**src/rtl/hazard_unit.sv**
```systemverilog
// hazard_unit: stall/flush control, Execute-stage forwarding selects,
// multi-cycle multiply/divide hold FSM and stall/flush performance counters
// for the 5-stage core.
module hazard_unit #(
  parameter int RW     = 5,
  parameter int MD_LAT = 4,
  parameter int CW     = 32
) (
  input  logic          CLK,
  input  logic          RST,
  input  logic [RW-1:0] RS1_D,
  input  logic [RW-1:0] RS2_D,
  input  logic [RW-1:0] RS1_E,
  input  logic [RW-1:0] RS2_E,
  input  logic [RW-1:0] RD_E,
  input  logic [RW-1:0] RD_M,
  input  logic [RW-1:0] RD_W,
  input  logic          REGWR_E,
  input  logic          REGWR_M,
  input  logic          REGWR_W,
  input  logic          MEMRD_E,
  input  logic          PCSRC_E,
  input  logic          MDSTART_E,
  output logic          STALL_F,
  output logic          STALL_D,
  output logic          STALL_E,
  output logic          FLUSH_D,
  output logic          FLUSH_E,
  output logic          FLUSH_M,
  output logic [1:0]    FWD_A_E,
  output logic [1:0]    FWD_B_E,
  output logic          MD_BUSY,
  output logic [CW-1:0] STALL_CYC,
  output logic [CW-1:0] FLUSH_CYC
);

  typedef enum logic {
    IDLE = 1'b0,
    BUSY = 1'b1
  } state_t;

  // BUSY is entered after the first stall cycle, so MD_LAT-2 further stall
  // cycles remain before the release cycle.
  localparam logic [3:0]    MD_INIT = 4'(MD_LAT - 2);
  localparam logic [CW-1:0] ONE     = CW'(1);

  state_t     state_q, state_d;
  logic [3:0] cnt_q, cnt_d;
  logic       lu;
  logic       mds;

  // Memory-stage result has priority over Writeback; register 0 never forwards.
  function automatic logic [1:0] fwd_sel(
    input logic [RW-1:0] rs,
    input logic [RW-1:0] rd_m,
    input logic          wr_m,
    input logic [RW-1:0] rd_w,
    input logic          wr_w
  );
    logic [1:0] sel;
    sel = 2'b00;
    if (wr_m && (rd_m != '0) && (rd_m == rs)) begin
      sel = 2'b10;
    end else if (wr_w && (rd_w != '0) && (rd_w == rs)) begin
      sel = 2'b01;
    end
    return sel;
  endfunction

  // Hazard conditions: load-use on a Decode source, and multi-cycle hold
  // (start cycle plus every BUSY cycle except the release cycle).
  always_comb begin
    lu  = MEMRD_E && REGWR_E && (RD_E != '0) &&
          ((RD_E == RS1_D) || (RD_E == RS2_D));
    mds = ((state_q == IDLE) && MDSTART_E) ||
          ((state_q == BUSY) && (cnt_q != 4'd0));
  end

  // Prioritised stall/flush generation, forced quiet while in reset.
  always_comb begin
    STALL_F = 1'b0;
    STALL_D = 1'b0;
    STALL_E = 1'b0;
    FLUSH_D = 1'b0;
    FLUSH_E = 1'b0;
    FLUSH_M = 1'b0;
    if (!RST) begin
      if (mds) begin
        STALL_F = 1'b1;
        STALL_D = 1'b1;
        STALL_E = 1'b1;
        FLUSH_M = 1'b1;
      end else if (PCSRC_E) begin
        FLUSH_D = 1'b1;
        FLUSH_E = 1'b1;
      end else if (lu) begin
        STALL_F = 1'b1;
        STALL_D = 1'b1;
        FLUSH_E = 1'b1;
      end
    end
  end

  // Execute-stage operand forwarding selects and busy flag.
  always_comb begin
    FWD_A_E = 2'b00;
    FWD_B_E = 2'b00;
    MD_BUSY = 1'b0;
    if (!RST) begin
      FWD_A_E = fwd_sel(RS1_E, RD_M, REGWR_M, RD_W, REGWR_W);
      FWD_B_E = fwd_sel(RS2_E, RD_M, REGWR_M, RD_W, REGWR_W);
      MD_BUSY = (state_q == BUSY);
    end
  end

  // Multi-cycle FSM next state; MDSTART_E is ignored in the release cycle.
  always_comb begin
    state_d = state_q;
    cnt_d   = cnt_q;
    case (state_q)
      IDLE: begin
        if (MDSTART_E) begin
          state_d = BUSY;
          cnt_d   = MD_INIT;
        end
      end
      BUSY: begin
        if (cnt_q != 4'd0) begin
          cnt_d = cnt_q - 4'd1;
        end else begin
          state_d = IDLE;
        end
      end
      default: begin
        state_d = IDLE;
        cnt_d   = 4'd0;
      end
    endcase
  end

  // FSM state register; reset aborts any op in flight.
  always_ff @(posedge CLK) begin
    if (RST) begin
      state_q <= IDLE;
      cnt_q   <= 4'd0;
    end else begin
      state_q <= state_d;
      cnt_q   <= cnt_d;
    end
  end

  // Performance counters of stalled and flushed cycles, wrapping naturally.
  always_ff @(posedge CLK) begin
    if (RST) begin
      STALL_CYC <= '0;
      FLUSH_CYC <= '0;
    end else begin
      if (STALL_F) begin
        STALL_CYC <= STALL_CYC + ONE;
      end
      if (FLUSH_E) begin
        FLUSH_CYC <= FLUSH_CYC + ONE;
      end
    end
  end

endmodule

```
**config.mk**
```make
export PLATFORM = sky130hd
export DESIGN_NAME = hazard_unit
export DESIGN_NICKNAME = d
export VERILOG_FILES = /design/src/rtl/hazard_unit.sv
export SDC_FILE = /design/constraint.sdc
export NUM_CORES = 1
export LEC_CHECK = 0
export CAP_MARGIN = 40
export CORE_ASPECT_RATIO = 0.5
export CORE_MARGIN = 4
export CORE_UTILIZATION = 51
export DETAILED_ROUTE_END_ITERATION = 6
export PLACE_DENSITY = 0.86
export SYNTH_ARGS = -nofsm -noshare
export SYNTH_HDL_FRONTEND = slang
export SYNTH_SLANG_ARGS = --single-unit
```
**constraint.sdc**
```tcl
create_clock -name CLK -period 7.7 [get_ports CLK]
set_input_delay 1.925 -clock CLK [delete_from_list [all_inputs] [get_ports CLK]]
set_output_delay 1.925 -clock CLK [all_outputs]
set_load 0.1 [all_outputs]
```
### Word level (Yosys, flattened, before mapping)

Index checks and enable logic that the tools add are counted.

| operators by class | value |
|---|---|
| add/sub/neg operators | 3 |
| muxes and demuxes | 25 |
| reductions and logical operators | 18 |
| equality and inequality tests | 8 |
| shift operators | 0 |
| divide/modulo/power cells | 0 |
| magnitude comparators | 0 |
| $mul | 0 |
| bitwise gates (word level) | 1 |

Operator list:

| operator | number |
|---|---|
| adder 32 x 1 -> 32 bit, second input constant | 2 |
| == test 5 bit | 6 |
| 2-to-1 mux 1 bit | 17 |
| nonzero test 5 bit | 3 |
| logical AND 1 bit | 11 |
| 2-to-1 mux 2 bit | 4 |
| 2-to-1 mux 4 bit | 2 |
| one-hot mux 4 bit (2 select lines) | 1 |
| nonzero test 4 bit | 1 |
| subtractor 4 x 1 -> 4 bit, second input constant | 1 |
| logical OR 1 bit | 2 |
| != test 2 x 1 -> 1 bit, second input constant | 1 |
| != test 2 bit, second input constant | 1 |
| one-hot mux 1 bit (2 select lines) | 1 |
| AND reduction 2 bit | 1 |
| inverter 1 bit | 1 |

| word-level totals | value |
|---|---|
| ROM bits | 0 |
| bits in writable memories | 0 |
| memories kept | 0 |
| bits in registers | 69 |
| latch bits | 0 |

### Longest topological paths before layout

Gate-level depths: netlist (run 1).

| depth | value |
|---|---|
| depth after elaboration | 7 |
| gate-level depth with buffers | 10 |
| gate-level depth less buffers | 8 |

### Worst setup path after synthesis (run 1)

OpenSTA, ideal clock, no wires.

| timing | value |
|---|---|
| path type | input to output |
| from | in RD_M[1] |
| to | out FWD_A_E[0] |
| stages on the path | 4 |
| arrival | 5,781 ps |
| required time | 5,775 ps |
| slack | -6 ps |
| cells stage by stage | or4_1 -> o21ai_0 -> nor3_1 -> nor4_1 |

| on the way | value |
|---|---|
| cells in the longest elaborated chain, start to end | 5 |

Ends and longest elaborated chain:

| item | RTL line | source |
|---|---|---|
| start, declared | 16 | `input logic [RW-1:0] RD_M,` |
| nonzero test 5 bit | 62 | `if (wr_m && (rd_m != '0) && (rd_m == rs)) begin` |
| logical AND 1 bit | 62 |  |
| logical AND 1 bit (*) | 62 |  |
| 2-to-1 mux 2 bit (*) | 62 |  |
| 2-to-1 mux 2 bit (*) | 109 | `if (!RST) begin` |
| end, declared | 30 | `output logic [1:0] FWD_A_E,` |

Every way passes the cells marked *; elsewhere a longest branch is shown, timed or not.

### Worst setup path after layout (run 1)

| timing | value |
|---|---|
| from | in RD_M[1] |
| to | out FWD_A_E[1] |

The elaborated chain is that of the path after synthesis.

==> impl_metrics.tcl, run 1 <==
set metrics [dict create \
    outcome "finished clean" \
    p_per_area_nw_per_um2 152 \
    antenna_left 0 \
    grt_max_degree 63 \
    fill_cells 338 \
    postLayoutCellArea_um2 6530 \
    slew_viol_final 0 \
    ys_ff_latch 69 \
    fin_tns_setup_ps 0 \
    clkTransAtPathRegs_ps 50 \
    tightest_slew_ps 784 \
    vias_per_cell 6.39 \
    grt_pass1_vias 4804 \
    core_um2 7380 \
    synthTopCellsByCount "dfxtp_1, a21oi_1, or4_1" \
    routed_wl_mm 14.8 \
    grt_use_total_pct 31.7 \
    dp_hpwl_mm 9.56 \
    placed_cell_area_um2 6230 \
    die_w_um 132 \
    ctsResizeCount 0 \
    yosysSeqAreaShare_pct 35.4 \
    switching_share_pct 28.5 \
    grt_overflow 0 \
    finalHoldViolations 0 \
    synth_top_area_share_pct 35.4 \
    setup_viol 0 \
    num_rows 22 \
    dp_slack_ps 1560 \
    fin_crit_ps 6180 \
    yosysMostFrequentCell "dfxtp_1" \
    cts_buffers 9 \
    p_leak_nw 2.18 \
    final_util_pct 88.5 \
    holdWs_ps 497 \
    placed_cells 732 \
    ys.flop_type "dfxtp_1" \
    cts_tree "yes" \
    synth_nets 524 \
    critPathKind "input pin to primary output" \
    clkPwrFrac_pct 43.0 \
    rr_worst_depth 8 \
    h-tree-depth 3 \
    post_cts_buffers 0 \
    n_antenna_cell 0 \
    drive_gt1_share_pct 16.0 \
    fmax_mhz 162 \
    regArea_um2 1380 \
    floorplan.initialDensity_pct 52.9 \
    drt_iter0_drc 628 \
    fp.dieH_um 69.9 \
    vias 4767 \
    worst_slack_ps 1520 \
    instances_no_fill 746 \
    crit_arrival_ps 4250 \
    synth.area.top_cells "dfxtp_1, or4_1, a21oi_1, o31ai_1, xnor2_1" \
    clock_latency_ps 340 \
    ys_warn_count 0 \
    final_nets 693 \
    place_congestion 0.842 \
    grt_setup_unrepaired "false" \
    relSlewSlack_pct 47.7 \
    ir_drop_v 0.000152 \
    multi_input_area_um2 2370 \
    start_kind "input pin" \
    maxCapViolCount 0 \
    async_flop_share_pct 0 \
    first_pass_iters 6 \
    period_share_pct 80.2 \
    cp.required_ps 5780 \
    syn_area_um2 3900 \
    hold_class "flip-flop to flip-flop" \
    p_int_mw 0.707 \
    finalPower_mw 0.989 \
    avgSynthCellArea_um2 8.16 \
    finalClockSkew_ps 9.14 \
    p_seq_share_pct 37.5 \
    antenna_found_initial 0 \
    cp_max_fo 4 \
    syn_inst 478 \
    synth_edf_count 0 \
    port_buffers 117 \
    remaining_drc_errors 0 \
    cts_root_buf "clkbuf_16" \
    power_switching_mw 0.282 \
    cts_hold_buf 0 \
    syn_to_final_growth_pct 67.3 \
    cp-end-kind "primary output" \
    power_frac_comb_pct 19.5 \
    yosysTopAreaCell "dfxtp_1" \
    grt_pass1_wl_mm 24.0 \
    yosysUniqueCellTypes 39 \
    dieArea_um2 9200 \
    hold-path-cell-count 2 \
    floorplan.io_pins 118 \
    wl_per_cell_um 19.8 \
    cts.sinks 69 \
    cts.path.max_buffers 2 \
]
worst max-delay path: stages:
cell	delay [ps]
clkdlybuf4s50_1	470
or4_1	560
o21ai_0	390
nor4_1	120
clkdlybuf4s50_1	560
buf_16	210
cells in the final DEF, fill, tap and decap left out, drive strengths merged, types with 13 or more instances in the layout:
cell type	count
nand4	19
o21ai	23
nor2	16
nand3	24
or3	22
dfxtp	69
nand2	32
o31ai	38
a21oi	63
buf	79
clkbuf	13
or4	43
clkdlybuf4s50	111
xnor2	21
area by class of cell:
class	instances	area share (%)
Clock buffer	13	4.14
Clock inverter	1	0.460
Inverter	8	0.460
Multi-Input combinational cell	369	36.3
Sequential cell	69	21.2
Tap cell	96	1.84
Timing Repair Buffer	190	35.7
cells by family (layout without fill, tap and decap cells):
group                    count (synthesis)  count (layout)  synth area share (%)
AND/OR/NAND/NOR                        199             199                  30.3
AO/OA/AOI/OAI                          130             130                  20.1
flip-flops                              69              69                  35.4
buffers and inverters                   40             212                  4.71
XOR/XNOR                                33              33                  7.41
multiplexers                             4               4                  1.09
adder cells (fa/ha/maj)                  3               3                 0.962
power by group through the flow:
stage | combinational (mW) | sequential (mW) | clock (mW)
global route | 0.202 | 0.371 | 0.440
CTS | 0.191 | 0.371 | 0.424
finish | 0.193 | 0.371 | 0.426
floorplan | 0.0983 | 0.396 | 0
detailed placement | 0.187 | 0.378 | 0
global placement | 0.160 | 0.377 | 0
layer usage:
layer  vias to the layer above  wire, um  track usage, %
li1                       2171         -               -
met1                      2263      5500            34.2
met2                       256      7710            58.0
met3                        77       828            7.55
met4                         0       723            17.2
met5                         -         0               0
flip-flops by register name, indices dropped and copies added (netlist names):
register and count:
FLUSH_CYC 32, STALL_CYC 32, cnt_q 4, state_q 1
worst paths after layout:
path / endpoint / from / slack, ps
max: FWD_A_E[1] / RD_M[1] / 1520
min: STALL_CYC[26] / STALL_CYC[26] / 500
max reg2reg: STALL_CYC[5] / cnt_q[0] / 4710
min reg2reg: STALL_CYC[26] / STALL_CYC[26] / 500
Note: power is estimated with default switching activity, not from simulation.
==> run 2: changes to the inputs <==
--- a/config.mk
+++ b/config.mk
@@ -8,9 +8,9 @@
 export CAP_MARGIN = 40
 export CORE_ASPECT_RATIO = 0.5
 export CORE_MARGIN = 4
-export CORE_UTILIZATION = 51
+export CORE_UTILIZATION = 48
 export DETAILED_ROUTE_END_ITERATION = 6
-export PLACE_DENSITY = 0.86
+export PLACE_DENSITY = 0.81
 export SYNTH_ARGS = -nofsm -noshare
 export SYNTH_HDL_FRONTEND = slang
 export SYNTH_SLANG_ARGS = --single-unit
==> constraint.sdc (replaced) <==
create_clock -name CLK -period 5.9 [get_ports CLK]
set_input_delay 1.475 -clock CLK [delete_from_list [all_inputs] [get_ports CLK]]
set_output_delay 1.475 -clock CLK [all_outputs]
set_load 0.1 [all_outputs]
==> impl_metrics.tcl, run 2 (synthesis gave the netlist of run 1 again) <==
set metrics [dict create \
    p_per_area_nw_per_um2 201 \
    final_nets 687 \
    grt_use_total_pct 25.4 \
    grt_overflow 0 \
    final_common_cell "clkdlybuf4s50_1" \
    h-tree-depth 3 \
    dieArea_um2 9720 \
    postLayoutCellArea_um2 6470 \
    cts_root_buf "clkbuf_16" \
    cts.path.max_buffers 2 \
    crit_path_start "RD_M[1]" \
    vias 4447 \
    port_buffers 117 \
    hold_end "FLUSH_CYC[30]" \
    start_kind "input pin" \
    fin_tns_setup_ps 0 \
    fmax_mhz 193 \
    hp-start "FLUSH_CYC[30]" \
    antenna_left 0 \
    p_leak_nw 2.15 \
    n_antenna_cell 0 \
    syn_to_final_growth_pct 65.7 \
    finalHoldViolations 0 \
    vias_per_cell 5.90 \
    clock_latency_ps 330 \
    num_rows 22 \
    drt_iter0_drc 410 \
    clkPwrFrac_pct 44.8 \
    p_int_mw 0.939 \
    slew_viol_final 0 \
    grt_setup_unrepaired "false" \
    use_met2_pct 46.9 \
    grt_pass1_wl_mm 20.4 \
    floorplan.io_pins 118 \
    power_frac_comb_pct 18.0 \
    hold-path-cell-count 2 \
    largestRegisters "FLUSH_CYC x32, STALL_CYC x32, cnt_q x4" \
    cts_hold_buf 0 \
    outcome "finished clean" \
    routed_wl_mm 12.5 \
    finalClockSkew_ps 6.07 \
    dp_hpwl_mm 8.70 \
    grt_pass1_vias 4304 \
    cts_buffers 9 \
    rrSetupSlack_ps 3120 \
    fin_crit_ps 5170 \
    clkTransAtPathRegs_ps 50 \
    dp_slack_ps 713 \
    core_um2 7600 \
    cp.required_ps 4430 \
    final_cell_mix "clkdlybuf4s50_1, dfxtp_1, a21oi_1" \
    maxCapViolCount 0 \
    grt_max_degree 63 \
    drive_gt1_share_pct 17.0 \
    ir_drop_v 0.000178 \
    die_w_um 136 \
    first_pass_iters 5 \
    r2r-start "cnt_q[0]" \
    instances_no_fill 754 \
    period_share_pct 87.7 \
    placed_cell_area_um2 6140 \
    place_congestion 0.811 \
    critPathKind "input pin to primary output" \
    switching_share_pct 27.8 \
    rr_endpoint "FLUSH_CYC[25]" \
    remaining_drc_errors 0 \
    fp.dieH_um 71.8 \
    ctsResizeCount 0 \
    busiest_layer "met2" \
    worst_slack_ps 726 \
    holdWs_ps 499 \
    rr_worst_depth 7 \
    cts.sinks 69 \
    hold_class "flip-flop to flip-flop" \
    p_seq_share_pct 37.1 \
    power_switching_mw 0.362 \
    cts_tree "yes" \
    relSlewSlack_pct 51.0 \
    met3_usage_pct 5.82 \
    wl_per_cell_um 16.6 \
    tightest_slew_ps 735 \
    grt.met1_usage_pct 28.8 \
    antenna_found_initial 0 \
    cp_max_fo 4 \
    crit_arrival_ps 3700 \
    floorplan.initialDensity_pct 51.4 \
    setup_viol 0 \
    post_cts_buffers 0 \
    placed_cells 738 \
    cp-end-kind "primary output" \
]
run 2: final cells by class:
cell class / instances / area [um2]
Sequential cell: 69 / 1380
Fill cell: 418 / 1130
Clock buffer: 10 / 239
Tap cell: 108 / 135
Inverter: 8 / 30.0
Timing Repair Buffer: 184 / 2210
Clock inverter: 6 / 86.3
Multi-Input combinational cell: 369 / 2390
run 2: worst max-delay path, stage by stage:
cell	delay (ps)
clkdlybuf4s50_1	460
or4_1	550
o21ai_0	450
nor3_1	140
nor4_2	390
buf_12	220
run 2: power by group through the flow:
stage                     logic [mW]  registers (mW)  clock network [mW]
after floorplan                0.129           0.517                   0
after global placement         0.210           0.492                   0
after detailed placement       0.234           0.493                   0
after CTS                      0.235           0.483               0.585
after global routing           0.250           0.484               0.604
final                          0.235           0.483               0.583
run 2: stage by stage:
stage / power [mW] / utilization (%)
floorplan: 0.646 / -
global placement: 0.703 / 67.4
detailed placement: 0.727 / 80.8
CTS: 1.30 / 85.1
global route: 1.34 / 85.1
finish: 1.30 / 85.1
run 2: layer usage:
layer / part of all wire, % / up-vias
li1: - / 2155
met1: 41 / 2106
met2: 52 / 157
met3: 4.9 / 29
met4: 2.2 / 0
met5: 0 / -
run 2: worst max-delay path by stage:
stage	to	cells after the start
floorplan	FWD_A_E[0]	4
global placement	FWD_A_E[0]	6
detailed placement	FWD_A_E[0]	6
CTS	FWD_A_E[0]	6
global route	FWD_A_E[0]	6
finish	FWD_B_E[0]	6
==> run 3: changes to the inputs <==
--- a/config.mk
+++ b/config.mk
@@ -11,6 +11,7 @@
 export CORE_UTILIZATION = 48
 export DETAILED_ROUTE_END_ITERATION = 6
 export PLACE_DENSITY = 0.81
+export SLEW_MARGIN = 40
 export SYNTH_ARGS = -nofsm -noshare
 export SYNTH_HDL_FRONTEND = slang
 export SYNTH_SLANG_ARGS = --single-unit
==> impl_metrics.tcl, run 3 (synthesis gave the netlist of run 1 again) <==
set metrics [dict create \
    final_common_cell "dfxtp_1" \
    n_antenna_cell 0 \
    cts_hold_buf 0 \
    postLayoutCellArea_um2 5080 \
    rr_worst_depth 8 \
    grt_setup_unrepaired "false" \
    critPathKind "input pin to primary output" \
    tightest_slew_ps 745 \
    grt_pass1_wl_mm 16.6 \
    antenna_found_initial 0 \
    clock_latency_ps 330 \
    core_um2 7600 \
    remaining_drc_errors 0 \
    dp_hpwl_mm 7.10 \
    r2r-start "cnt_q[0]" \
    largestRegisters "FLUSH_CYC x32, STALL_CYC x32, cnt_q x4" \
    slew_viol_final 0 \
    finalClockSkew_ps 3.57 \
    finalHoldViolations 0 \
    cts.path.max_buffers 2 \
    post_cts_buffers 0 \
    routed_wl_mm 10.1 \
    p_leak_nw 1.79 \
    antenna_left 0 \
    crit_path_start "RD_M[1]" \
    final_nets 623 \
    cts_tree "yes" \
    grt_pass1_vias 3604 \
    holdWs_ps 484 \
    vias_per_cell 5.88 \
    worst_slack_ps 728 \
    first_pass_iters 4 \
    crit_arrival_ps 3700 \
    period_share_pct 87.7 \
    drt_iter0_drc 285 \
    hold-path-cell-count 2 \
    hold_class "flip-flop to flip-flop" \
    cp.required_ps 4430 \
    start_kind "input pin" \
    grt_overflow 0 \
    place_congestion 0.811 \
    maxCapViolCount 0 \
    cts.sinks 69 \
    ir_drop_v 0.000137 \
    syn_to_final_growth_pct 30.1 \
    wl_per_cell_um 14.7 \
    port_buffers 117 \
    cp-end-kind "primary output" \
    floorplan.io_pins 118 \
    grt_max_degree 63 \
    setup_viol 0 \
    grt_use_total_pct 20.5 \
    cts_root_buf "clkbuf_16" \
    rrSetupSlack_ps 3130 \
    vias 4048 \
    ctsResizeCount 0 \
    p_per_area_nw_per_um2 235 \
    dp_slack_ps 715 \
    h-tree-depth 3 \
    cp_max_fo 4 \
    fp.dieH_um 71.8 \
    fin_tns_setup_ps 0 \
    cts_buffers 9 \
    floorplan.initialDensity_pct 51.4 \
    dieArea_um2 9720 \
    drive_gt1_share_pct 18.4 \
    num_rows 22 \
    placed_cell_area_um2 4800 \
    die_w_um 136 \
    relSlewSlack_pct 50.3 \
    final_cell_mix "dfxtp_1, buf_2, a21oi_1" \
    outcome "finished clean" \
    clkTransAtPathRegs_ps 50 \
    endpoint "FWD_A_E[0]" \
    rr_endpoint "STALL_CYC[24]" \
    fmax_mhz 193 \
    fin_crit_ps 5170 \
]
==> run 3: cell count changes in the layout (fill, tap and decap cells not counted), moves of 2 or more <==
cell	before	now
buf_16	5	0
buf_2	1	65
buf_8	59	0
bufinv_16	2	0
clkbuf_1	0	2
clkbuf_8	1	3
clkdlybuf4s50_1	105	41
==> run 3: worst max-delay path, cell delays in order <==
cell             delay [ps]
clkdlybuf4s50_1         460
or4_1                   550
o21ai_0                 450
nor3_1                  150
nor4_2                  390
buf_12                  220
==> run 3: worst min path at each step <==
stage                             start             to  slack, ps
final                     STALL_CYC[31]  STALL_CYC[31]        480
after global routing      STALL_CYC[17]  STALL_CYC[17]        500
after CTS                 STALL_CYC[31]  STALL_CYC[31]        490
after detailed placement  STALL_CYC[31]  STALL_CYC[31]        480
after global placement    STALL_CYC[31]  STALL_CYC[31]        470
after floorplan                cnt_q[0]       cnt_q[0]        500
==> run 3: layout make-up <==
class	count	area (um2)
fillers	645	2520
multi-input cells	369	2390
flip-flops and latches	69	1380
repair buffers	120	866
clock buffers	14	274
well taps	108	135
inverters	8	30.0
clock inverters	1	5.00
==> run 3: through the flow <==
| step | cells | util [%] | total power [mW] |
|---|---|---|---|
| floorplan | 478 | - | 0.646 |
| global placement | 674 | 67.4 | 0.703 |
| detailed placement | 674 | 63.2 | 0.701 |
| CTS | 689 | 66.8 | 1.20 |
| global route | 689 | 66.8 | 1.24 |
| finish | 689 | 66.8 | 1.19 |
==> run 3: metal layers <==
metal | wire, um | up-vias | global-route usage (%)
li1 | - | 2036 | -
met1 | 4500 | 1890 | 25.6
met2 | 4830 | 110 | 35.0
met3 | 674 | 12 | 6.38
met4 | 108 | 0 | 5.25
met5 | 0 | - | 0
==> run 3: report_power, final <==
part,switching [mW],total (mW),internal [mW]
clock,0.186,0.502,0.316
sequential,0.00873,0.483,0.474
combinational,0.144,0.209,0.0653
total,0.339,1.19,0.855
